<file path="config.mk">
export PLATFORM = sky130hd
export DESIGN_NAME = bcd_rtc_counter
export DESIGN_NICKNAME = d
export VERILOG_FILES = /design/src/rtl/bcd_rtc_counter_pkg.sv /design/src/rtl/bcd_rtc_counter_mod_counter.sv /design/src/rtl/bcd_rtc_counter.sv
export SDC_FILE = /design/constraint.sdc
export NUM_CORES = 1
export LEC_CHECK = 0
export BUFFER_PORTS_ARGS = -buffer_cell sky130_fd_sc_hd__buf_2
export CORE_MARGIN = 8
export CORE_UTILIZATION = 41
export CTS_CLUSTER_SIZE = 8
export DETAILED_ROUTE_END_ITERATION = 6
export GPL_ROUTABILITY_DRIVEN = 0
export PLACE_DENSITY_LB_ADDON = 0.08
export SYNTH_ARGS = -nofsm -noshare
export SYNTH_HDL_FRONTEND = slang
export SYNTH_SLANG_ARGS = --single-unit
</file>
<file path="constraint.sdc">
create_clock -name clk -period 3.95 [get_ports clk]
set_input_delay 0.79 -clock clk [delete_from_list [all_inputs] [get_ports clk]]
set_output_delay 0.79 -clock clk [all_outputs]
set_load 0.005 [all_outputs]
</file>
<file path="src/rtl/bcd_rtc_counter_pkg.sv">
// -----------------------------------------------------------------------------
// bcd_rtc_counter_pkg
//   Shared definitions for the BCD time-of-day core and its display packer:
//   BCD field widths, the default prescaler divide, the 12h/24h hour reset
//   values, the {hour,min,sec} offsets inside time_bcd, and small BCD hour
//   helpers used by the hour counter.
// -----------------------------------------------------------------------------
package bcd_rtc_counter_pkg;

   // Field geometry
   localparam int DIGIT_W = 4;                 // one BCD digit
   localparam int FIELD_W = 2 * DIGIT_W;       // tens + ones
   localparam int TIME_W  = 3 * FIELD_W;       // {hour,min,sec}

   // Field offsets inside time_bcd (shared with the serial display packer)
   localparam int SEC_LSB  = 0;
   localparam int MIN_LSB  = SEC_LSB + FIELD_W;
   localparam int HOUR_LSB = MIN_LSB + FIELD_W;

   // Default clk cycles per second
   localparam int unsigned TICK_DIV_DEFAULT = 100_000_000;

   // Reset values
   localparam logic [FIELD_W-1:0] FIELD_RST    = 8'h00;
   localparam logic [FIELD_W-1:0] HOUR_RST_24H = 8'h00;
   localparam logic [FIELD_W-1:0] HOUR_RST_12H = 8'h12;

   // True when both digits are BCD and the hour is legal for the mode.
   // BCD values compare correctly as plain binary once both digits are <= 9.
   function automatic logic hour_valid(input logic [FIELD_W-1:0] h,
                                       input logic               mode24);
      logic ok;
      ok = (h[DIGIT_W-1:0] <= 4'd9) && (h[FIELD_W-1:DIGIT_W] <= 4'd9);
      if (mode24) begin
         ok = ok && (h <= 8'h23);
      end else begin
         ok = ok && (h != 8'h00) && (h <= 8'h12);
      end
      return ok;
   endfunction

   // Hour + 1 in BCD with the mode-dependent wrap (23->00 or 12->01).
   function automatic logic [FIELD_W-1:0] hour_inc(input logic [FIELD_W-1:0] h,
                                                   input logic               mode24);
      logic [FIELD_W-1:0] r;
      if (mode24 && (h == 8'h23)) begin
         r = 8'h00;
      end else if (!mode24 && (h == 8'h12)) begin
         r = 8'h01;
      end else if (h[DIGIT_W-1:0] == 4'd9) begin
         r = {h[FIELD_W-1:DIGIT_W] + 4'd1, 4'd0};
      end else begin
         r = {h[FIELD_W-1:DIGIT_W], h[DIGIT_W-1:0] + 4'd1};
      end
      return r;
   endfunction

endpackage

</file>
<file path="src/rtl/bcd_rtc_counter_mod_counter.sv">
// -----------------------------------------------------------------------------
// bcd_mod_counter
//   Two-digit BCD modulo counter 00..{MAX_TENS,MAX_ONES}, used for the
//   seconds and minutes fields. Priority: clr > ld > inc. A load value with a
//   non-BCD digit or above the maximum loads 00 instead.
// Ports
//   clk  in   system clock
//   CR   in   asynchronous active-low reset (count -> 00)
//   clr  in   synchronous clear to 00
//   ld   in   synchronous load of d (validated)
//   d    in   BCD load value
//   inc  in   advance by one, wrapping max -> 00
//   q    out  registered BCD count
//   tc   out  carry: inc accepted while at max (wrap happening this edge)
// -----------------------------------------------------------------------------
module bcd_mod_counter
   import bcd_rtc_counter_pkg::*;
#(
   parameter int unsigned MAX_TENS = 5,
   parameter int unsigned MAX_ONES = 9
) (
   input  logic               clk,
   input  logic               CR,
   input  logic               clr,
   input  logic               ld,
   input  logic [FIELD_W-1:0] d,
   input  logic               inc,
   output logic [FIELD_W-1:0] q,
   output logic               tc
);

   localparam logic [DIGIT_W-1:0] TENS_MAX = DIGIT_W'(MAX_TENS);
   localparam logic [DIGIT_W-1:0] ONES_MAX = DIGIT_W'(MAX_ONES);

   logic [DIGIT_W-1:0] tens_q, ones_q;
   logic [DIGIT_W-1:0] tens_d, ones_d;
   logic               at_max;
   logic               d_ok;

   assign at_max = (tens_q == TENS_MAX) && (ones_q == ONES_MAX);

   // Ones digit must be BCD; below the top tens value any ones digit is fine,
   // at the top tens value the ones digit is bounded by ONES_MAX.
   assign d_ok = (d[DIGIT_W-1:0] <= 4'd9) &&
                 ((d[FIELD_W-1:DIGIT_W] < TENS_MAX) ||
                  ((d[FIELD_W-1:DIGIT_W] == TENS_MAX) && (d[DIGIT_W-1:0] <= ONES_MAX)));

   always_comb begin
      tens_d = tens_q;
      ones_d = ones_q;
      if (clr) begin
         {tens_d, ones_d} = FIELD_RST;
      end else if (ld) begin
         {tens_d, ones_d} = d_ok ? d : FIELD_RST;
      end else if (inc) begin
         if (at_max) begin
            {tens_d, ones_d} = FIELD_RST;
         end else if (ones_q == 4'd9) begin
            tens_d = tens_q + 4'd1;
            ones_d = 4'd0;
         end else begin
            ones_d = ones_q + 4'd1;
         end
      end
   end

   always_ff @(posedge clk or negedge CR) begin
      if (!CR) begin
         tens_q <= FIELD_RST[FIELD_W-1:DIGIT_W];
         ones_q <= FIELD_RST[DIGIT_W-1:0];
      end else begin
         tens_q <= tens_d;
         ones_q <= ones_d;
      end
   end

   assign q  = {tens_q, ones_q};
   assign tc = inc && !clr && !ld && at_max;

endmodule

</file>
<file path="src/rtl/bcd_rtc_counter.sv">
// -----------------------------------------------------------------------------
// bcd_rtc_counter
//   BCD HH:MM:SS time-of-day core with 1 s prescaler, synchronous load,
//   per-field set pulses, 12/24-hour mode and alarm compare.
// Parameters
//   TICK_DIV  clk cycles per second (>= 2)
//   MODE_24H  1: hours 00..23; 0: hours 12,01..11 with pm flag
//   ALARM_EN  0: alarm logic removed, alarm tied 0
// Ports
//   clk         in   system clock
//   CR          in   asynchronous active-low reset
//   en          in   count enable (prescaler and time advance)
//   ld          in   load hour_in/min_in/sec_in (validated per field)
//   hour_in     in   BCD hour load value
//   min_in      in   BCD minute load value
//   sec_in      in   BCD second load value
//   inc_min     in   minute +1 (no hour carry), seconds cleared
//   inc_hour    in   hour +1 (12h: pm toggles on 11->12), seconds cleared
//   alarm_arm   in   enables alarm pulse
//   alarm_time  in   BCD {hour,min,sec} alarm value
//   time_bcd    out  BCD {hour,min,sec}
//   pm          out  PM flag (12h mode only)
//   sec_pulse   out  one cycle with each tick-driven seconds advance
//   day_wrap    out  one cycle on the end-of-day rollover
//   alarm       out  one cycle on the rising edge of time_bcd == alarm_time
// -----------------------------------------------------------------------------
module bcd_rtc_counter
   import bcd_rtc_counter_pkg::*;
#(
   parameter int unsigned TICK_DIV = TICK_DIV_DEFAULT,
   parameter bit          MODE_24H = 1'b1,
   parameter bit          ALARM_EN = 1'b1
) (
   input  logic               clk,
   input  logic               CR,
   input  logic               en,
   input  logic               ld,
   input  logic [FIELD_W-1:0] hour_in,
   input  logic [FIELD_W-1:0] min_in,
   input  logic [FIELD_W-1:0] sec_in,
   input  logic               inc_min,
   input  logic               inc_hour,
   input  logic               alarm_arm,
   input  logic [TIME_W-1:0]  alarm_time,
   output logic [TIME_W-1:0]  time_bcd,
   output logic               pm,
   output logic               sec_pulse,
   output logic               day_wrap,
   output logic               alarm
);

   localparam int                 PW        = $clog2(TICK_DIV);
   localparam logic [PW-1:0]      PRESC_TC  = PW'(TICK_DIV - 1);
   localparam logic [FIELD_W-1:0] HOUR_RST  = MODE_24H ? HOUR_RST_24H : HOUR_RST_12H;

   // ---------------------------------------------------------------------
   // Control decode: ld beats the set pulses, which beat the tick
   // ---------------------------------------------------------------------
   logic [PW-1:0]      presc_q, presc_d;
   logic               tick;
   logic               set_any;
   logic               set_act;
   logic               tick_act;

   assign tick     = en && (presc_q == PRESC_TC);
   assign set_any  = inc_min || inc_hour;
   assign set_act  = !ld && set_any;
   assign tick_act = tick && !ld && !set_any;

   always_comb begin
      presc_d = presc_q;
      if (ld || set_any) begin
         presc_d = '0;
      end else if (tick) begin
         presc_d = '0;
      end else if (en) begin
         presc_d = presc_q + PW'(1);
      end
   end

   // ---------------------------------------------------------------------
   // Seconds and minutes
   // ---------------------------------------------------------------------
   logic [FIELD_W-1:0] sec_q, min_q;
   logic               sec_tc, min_tc;
   logic               min_step;

   // Set pulses clear seconds; a minute set never carries into the hour
   // because the tick (the only carry source) is dropped that cycle.
   assign min_step = (set_act && inc_min) || sec_tc;

   bcd_mod_counter #(
      .MAX_TENS (5),
      .MAX_ONES (9)
   ) u_sec (
      .clk (clk),
      .CR  (CR),
      .clr (set_act),
      .ld  (ld),
      .d   (sec_in),
      .inc (tick_act),
      .q   (sec_q),
      .tc  (sec_tc)
   );

   bcd_mod_counter #(
      .MAX_TENS (5),
      .MAX_ONES (9)
   ) u_min (
      .clk (clk),
      .CR  (CR),
      .clr (1'b0),
      .ld  (ld),
      .d   (min_in),
      .inc (min_step),
      .q   (min_q),
      .tc  (min_tc)
   );

   // ---------------------------------------------------------------------
   // Hours, pm flag, pulses
   // ---------------------------------------------------------------------
   logic [FIELD_W-1:0] hour_q, hour_d;
   logic               pm_q, pm_d;
   logic               hour_carry;
   logic               hour_step;
   logic               sec_pulse_q, sec_pulse_d;
   logic               day_wrap_q, day_wrap_d;

   // min_tc is also raised by a minute set at 59; only a tick may carry.
   assign hour_carry = min_tc && tick_act;
   assign hour_step  = (set_act && inc_hour) || hour_carry;

   always_comb begin
      hour_d      = hour_q;
      pm_d        = pm_q;
      sec_pulse_d = tick_act;
      day_wrap_d  = 1'b0;
      if (ld) begin
         hour_d = hour_valid(hour_in, MODE_24H) ? hour_in : HOUR_RST;
      end else if (hour_step) begin
         hour_d = hour_inc(hour_q, MODE_24H);
         if (!MODE_24H && (hour_q == 8'h11)) begin
            pm_d = !pm_q;
         end
      end
      if (hour_carry) begin
         if (MODE_24H) begin
            day_wrap_d = (hour_q == 8'h23);
         end else begin
            day_wrap_d = (hour_q == 8'h11) && pm_q;
         end
      end
   end

   always_ff @(posedge clk or negedge CR) begin
      if (!CR) begin
         presc_q     <= '0;
         hour_q      <= HOUR_RST;
         pm_q        <= 1'b0;
         sec_pulse_q <= 1'b0;
         day_wrap_q  <= 1'b0;
      end else begin
         presc_q     <= presc_d;
         hour_q      <= hour_d;
         pm_q        <= pm_d;
         sec_pulse_q <= sec_pulse_d;
         day_wrap_q  <= day_wrap_d;
      end
   end

   assign time_bcd[HOUR_LSB +: FIELD_W] = hour_q;
   assign time_bcd[MIN_LSB  +: FIELD_W] = min_q;
   assign time_bcd[SEC_LSB  +: FIELD_W] = sec_q;
   assign pm        = pm_q;
   assign sec_pulse = sec_pulse_q;
   assign day_wrap  = day_wrap_q;

   // ---------------------------------------------------------------------
   // Alarm: registered compare of the displayed time. match_q remembers the
   // previous compare so a held match (en=0) does not fire again; it tracks
   // the compare even while disarmed so arming during a match stays quiet.
   // ---------------------------------------------------------------------
   logic alarm_q;

   generate
      if (ALARM_EN) begin : g_alarm
         logic match_now;
         logic match_q;

         assign match_now = (time_bcd == alarm_time);

         always_ff @(posedge clk or negedge CR) begin
            if (!CR) begin
               match_q <= 1'b0;
               alarm_q <= 1'b0;
            end else begin
               match_q <= match_now;
               alarm_q <= alarm_arm && match_now && !match_q;
            end
         end
      end else begin : g_no_alarm
         assign alarm_q = 1'b0;
      end
   endgenerate

   assign alarm = alarm_q;

endmodule
</file>
* Yosys cells after proc, flatten, opt, wreduce, memory -nomap -nowiden *
Index checks and enable logic that the tools add are counted.
W data, S select, Z words.

operators by class
  muxes and demuxes = 30
  add/subtract/negate cells = 7
  magnitude comparators = 7
  reduce and logical (&&, ||, !) cells = 42
  eq/ne operators = 10

operators by type and width
  kind                     number
  $mux W27                 3
  $mux W4                  18
  $mux W8                  7
  $add A27 B1 Y27 const B  1
  $eq A27 B27 Y1 const B   1
  $add A4 B1 Y4 const B    6
  $eq A24 B24 Y1           1
  $logic_and A1 B1 Y1      22
  $eq A4 B3 Y1 const B     4
  $le A4 B4 Y1 const B     4
  $eq A4 B4 Y1 const B     3
  $reduce_bool A3 Y1       4
  $eq A8 B6 Y1 const B     1
  $le A8 B6 Y1 const B     1
  $lt A4 B3 Y1 const B     2
  $logic_or A1 B1 Y1       6
  $reduce_and A2 Y1        3
  $logic_not A1 Y1         4
  $reduce_bool A2 Y1       2
  $reduce_bool A4 Y1       1
  $mux W1                  2

storage, ports and cells
  input port bits = 55
  output and inout port bits = 28
  register bits after elaboration = 55

* Depth between registers and ports, before layout *
  word-level depth = 14
  mapped depth = 7
  mapped depth without buffers = 7

* Modules after synthesis *
From an unflattened synthesis, not the netlist that was laid out.

unflattened totals
  cell total of the unflattened synthesis = 398
  area, all modules = 3711.1 um2

by module, submodules not included
  module           area an instance (um2)  times used  sequential area each (um2)  cells an instance
  bcd_rtc_counter  2489.9                  1           975.9                       266
  bcd_mod_counter  610.6                   2           200.2                       66

* Least setup slack after synthesis *
Ideal clock, no wire load.

  path type = input-to-reg
  from = input inc_min
  to = register hour_q[5]
  stages = 5
  arrival = 2.192 ns
  setup slack = 1.634 ns
  data required time = 3.825 ns
  path through = or4bb_1 -> nor4_1 -> nand3_1 -> a21oi_1 -> mux2_2

on the way
  cells in the longest elaborated chain, start to end = 13
  elaborated cells between the ends (all ways) = 17

ends and longest elaborated chain
  what                                                            RTL line                                                  text
  start, declared                                                 bcd_rtc_counter.sv:41                                     input logic inc_min,
  $logic_or A1 B1 Y1                                              bcd_rtc_counter.sv:66                                     assign set_any = inc_min || inc_hour;
  $logic_not A1 Y1 / $logic_and A1 B1 Y1 (equally long branches)  bcd_rtc_counter.sv:68, bcd_rtc_counter.sv:67
  $logic_and A1 B1 Y1 / $logic_not A1 Y1 (equally long branches)  bcd_rtc_counter.sv:68, bcd_rtc_counter_mod_counter.sv:78
  $logic_and A1 B1 Y1 (3 in series)                               bcd_rtc_counter_mod_counter.sv:78                         assign tc = inc && !clr && !ld && at_max;
  $logic_or A1 B1 Y1                                              bcd_rtc_counter.sv:90                                     assign min_step = (set_act && inc_min) || sec_tc;
  $logic_and A1 B1 Y1 (2 in series)                               bcd_rtc_counter_mod_counter.sv:78
  $logic_and A1 B1 Y1                                             bcd_rtc_counter.sv:131                                    assign hour_carry = min_tc && tick_act;
  $logic_or A1 B1 Y1 (*)                                          bcd_rtc_counter.sv:132                                    assign hour_step = (set_act && inc_hour) || hour_carry;
  $reduce_bool A2 Y1 (no source line) (*)                         --
  $reduce_and A2 Y1 (no source line) (*)                          --
  end signal, assigned                                            bcd_rtc_counter.sv:165                                    hour_q <= hour_d;
  end, declared                                                   bcd_rtc_counter.sv:123                                    logic [FIELD_W-1:0] hour_q, hour_d;

Mark *: on every way between the ends. The rest lies on a longest branch, timed or not.
A chain may end at the register's enable or synchronous reset.

* Final worst setup path *
  from = register presc_q[17]
  to = register u_sec.tens_q[0]

on the way
  cells in the longest elaborated chain, start to end = 6

ends and longest elaborated chain
  what                                 RTL line                           text
  start, declared                      bcd_rtc_counter.sv:59              logic [PW-1:0] presc_q, presc_d;
  start signal, assigned               bcd_rtc_counter.sv:164             presc_q <= presc_d;
  $eq A27 B27 Y1                       bcd_rtc_counter.sv:65              assign tick = en && (presc_q == PRESC_TC);
  $logic_and A1 B1 Y1                  bcd_rtc_counter.sv:65
  $logic_and A1 B1 Y1 (2 in series)    bcd_rtc_counter.sv:68              assign tick_act = tick && !ld && !set_any;
  $reduce_bool A3 Y1 (no source line)  --
  $reduce_and A2 Y1 (no source line)   --
  end signal, assigned                 bcd_rtc_counter_mod_counter.sv:69  tens_q <= FIELD_RST[FIELD_W-1:DIGIT_W];
  end signal, assigned                 bcd_rtc_counter_mod_counter.sv:72  tens_q <= tens_d;
  end, declared                        bcd_rtc_counter_mod_counter.sv:35  logic [DIGIT_W-1:0] tens_q, ones_q;

No other way between the ends.

==> results.yml <==
logic_synthesis:
  synth_cell_types: 61
  async_flop_share_pct: 100
  ys_seq_area_share_pct: 38.6
  netlist.area_leader.share_pct: 38.6
  synth-compound-area-share_pct: 14.3
  yosys.area.top_type: "dfrtp_1"
  synth_area_mm2: 0.00356
  ys_warn_count: 0
  synthCells: 379
  synth_top_family_by_area: "simple AND/OR/NAND/NOR gates"
  synthFlopType: "dfrtp_1"
  synth-edff-count: 0
  synth.most_common_cell: "dfrtp_1"
  synth_fa_ha_area_share_pct: 4.56
  syn_nets: 447
  ys_seq_elements: 55
  synth_mux_area_share_pct: 2.81
  synthTopCellsByCount: "dfrtp_1, nor2_1, xor2_1, nand2_1, nand3_1"
  synth-simple-area-share_pct: 25.8
  synth_top_cells_by_area: "dfrtp_1, xor2_1, ha_1"
  synth_xor_xnor_area_share_pct: 10.8
  syn_area_per_cell_um2: 9.40
timing:
  final-max-slew-violation-count: 0
  setup_violations: 0
  tightest_slew_ns: 1.15
  skew_ns: 0.0175
  period_needed_ns: 2.52
  rsz0062_at_grt: "false"
  setup_tns_ns: 0
  relSlewSlack_pct: 23.3
  post-route-period-util_pct: 63.9
  hold_viol: 0
  fmax_mhz: 396
clock_tree:
  clkLatencyLatePin_ns: 0.32
  postCtsSetupRepairBufs: 0
  cts_tree: "built"
  cts_resized: 0
  cts_sinks: 55
  numCtsBuffers: 5
  postCtsHoldBufs: 0
  clockBufferDepth: 2
  htree_num_levels: 2
  clk_pin_slew_ns: 0.12
  root_buffer: "clkbuf_8"
pwr:
  powerDensity_mw_per_mm2: 314
  p_seq_share_pct: 50.2
  intPower_mw: 0.913
  power.leakage_nw: 1.92
  switching_share_pct: 30.6
  pwr-share-clk_pct: 30.1
  combinationalPowerShare_pct: 19.7
  max-vdd-ir-drop_mv: 0.208
  p_sw_mw: 0.403
global_routing:
  grt_usage_pct: 16.8
  antenna_found_initial: 0
  grt_first_pass_wirelength_mm: 16.0
  grt_max_degree: 36
  grt_pass1_vias: 3061
  grt.overflow.total: 0
die:
  core.rowCount: 34
  start_util_pct: 41.5
  coreArea_mm2: 0.00859
  die_area_mm2: 0.0119
  die_h_um: 109
  ios: 83
  die_x_um: 109
worst_setup_path:
  startpoint_type: "flop"
  worstPathArrival_ns: 2.72
  r2r_slack_ns: 1.43
  critical_path_required_ns: 4.15
  worstSetupPathType: "flop to flop"
  crit_chain: "or4b_4, nor4_4, a21o_2, nand2_2, mux2_4"
  end_kind: "flop"
  path_max_fanout: 31
  r2r_cells: 5
  crit_path_top_delay_cell: "or4b_4"
  cpPeakStageDelay_ns: 0.57
status:
  outcome: "finished clean"
worst_hold_path:
  hold-path-cell-count: 1
  hold_path_class: "flop to flop"
flow_run:
  maxCapViolations: 0
finish:
  final_nets: 530
  fillers: 887
  syn2layout_area_growth_pct: 17.6
  post-route-cell-area_mm2: 0.00419
  drive_above_1_share_pct: 23.8
  fin_util_pct: 48.7
routing:
  drc: 0
  dr.pass1.iters: 4
  ant_nets: 0
  vias: 3224
  drtIter0Drc: 190
  via_per_inst: 5.64
  routed_wl_mm: 10.1
  wl_per_cell_um: 17.7
placement:
  dp_hpwl_mm: 7.90
  place_area_mm2: 0.00407
  port_buffers: 81
-- path summary, 6_finish.rpt --
path,from,endpoint
worst max-delay path,presc_q[17]$_DFFE_PN0P_,u_sec.tens_q[0]$_DFFE_PN0P_
worst min-delay path,presc_q[24]$_DFFE_PN0P_,presc_q[24]$_DFFE_PN0P_
worst max register to register,presc_q[17]$_DFFE_PN0P_,u_sec.tens_q[0]$_DFFE_PN0P_
worst min register to register,presc_q[24]$_DFFE_PN0P_,presc_q[24]$_DFFE_PN0P_
max in group asynchronous,CR,u_min.ones_q[2]$_DFFE_PN0P_
min in group asynchronous,CR,presc_q[5]$_DFFE_PN0P_
-- power groups by stage --
stage | registers (mW) | clock network [mW] | logic (mW)
2_1_floorplan | 0.653 | 0 | 0.147
3_5_place_dp | 0.673 | 0 | 0.261
6_report | 0.660 | 0.397 | 0.259
4_1_cts | 0.662 | 0.406 | 0.262
3_3_place_gp | 0.672 | 0 | 0.259
5_1_grt | 0.669 | 0.429 | 0.292
-- metrics by stage --
step | setup slack, ns | hold slack (ns) | total power [mW] | std cells
CTS | 1.41 | 0.527 | 1.33 | 571
finish | 1.43 | 0.512 | 1.32 | 572
floorplan | 1.63 | 0.452 | 0.799 | 379
global route | 1.25 | 0.550 | 1.39 | 571
detailed placement | 1.30 | 0.506 | 0.933 | 563
global placement | 1.32 | 0.493 | 0.932 | 563
-- cells in the final DEF (no fill, tap or decap), types with 4 or more instances in the layout --
master and n:
buf_2 81, xor2_1 29, a22o_1 8, dfrtp_1 55, mux2i_1 4, xnor2_1 15
nand3_1 17, inv_1 13, nand4_1 15, o2bb2ai_1 7, o21ai_0 7, and3_1 9
a21oi_1 16, clkbuf_8 5, nor3_1 10, nor4_1 10, a31oi_1 7, nand3b_1 5
nor2_1 42, nand2_1 26, nor3b_1 4, ha_1 13, mux2_2 4, or4_1 4
-- per-layer routing --
metal	wire [um]	track usage (%)	vias up
met3	604	3.37	6
met4	62	3.95	0
li1	-	-	1576
met2	4690	25.6	73
met5	0	0	-
met1	4740	23.9	1569
-- cells by family (layout without fill, tap and decap cells) --
group	after synthesis	after routing
other	1	2
and+or+nand+nor	164	164
DFF	55	55
muxes	9	9
buffers and inverters	21	105
AOI/OAI and AO/OA	72	72
adders and majority gates	13	13
xor gates and xnor gates	44	44
-- critical path: cells and delay by family (launching register included) --
kind	cells	cell delay, ns
AO/OA/AOI/OAI	1	0.56
flip-flops	1	0.46
multiplexers	1	0.32
AND/OR/NAND/NOR	3	1.06
-- cell type report --
class	instances	area [um^2]	share of cell area (%)
Tap cell	108	135	3.23
Sequential cell	55	1380	32.9
Antenna cell	1	2.50	0.0597
Clock inverter	3	47.5	1.14
Multi-Input combinational cell	303	2080	49.7
Timing Repair Buffer	84	428	10.2
Inverter	13	48.8	1.16
Clock buffer	5	68.8	1.64
-- sequential cells by signal, indices dropped and copies added (netlist names) --
signal and cells:
sec_pulse 1, u_min.tens_q 4, alarm 1, presc_q 27, g_alarm.match_q 1, hour_q 8
day_wrap 1, u_sec.tens_q 4, u_min.ones_q 4, u_sec.ones_q 4
(Power assumes the default switching activity.)
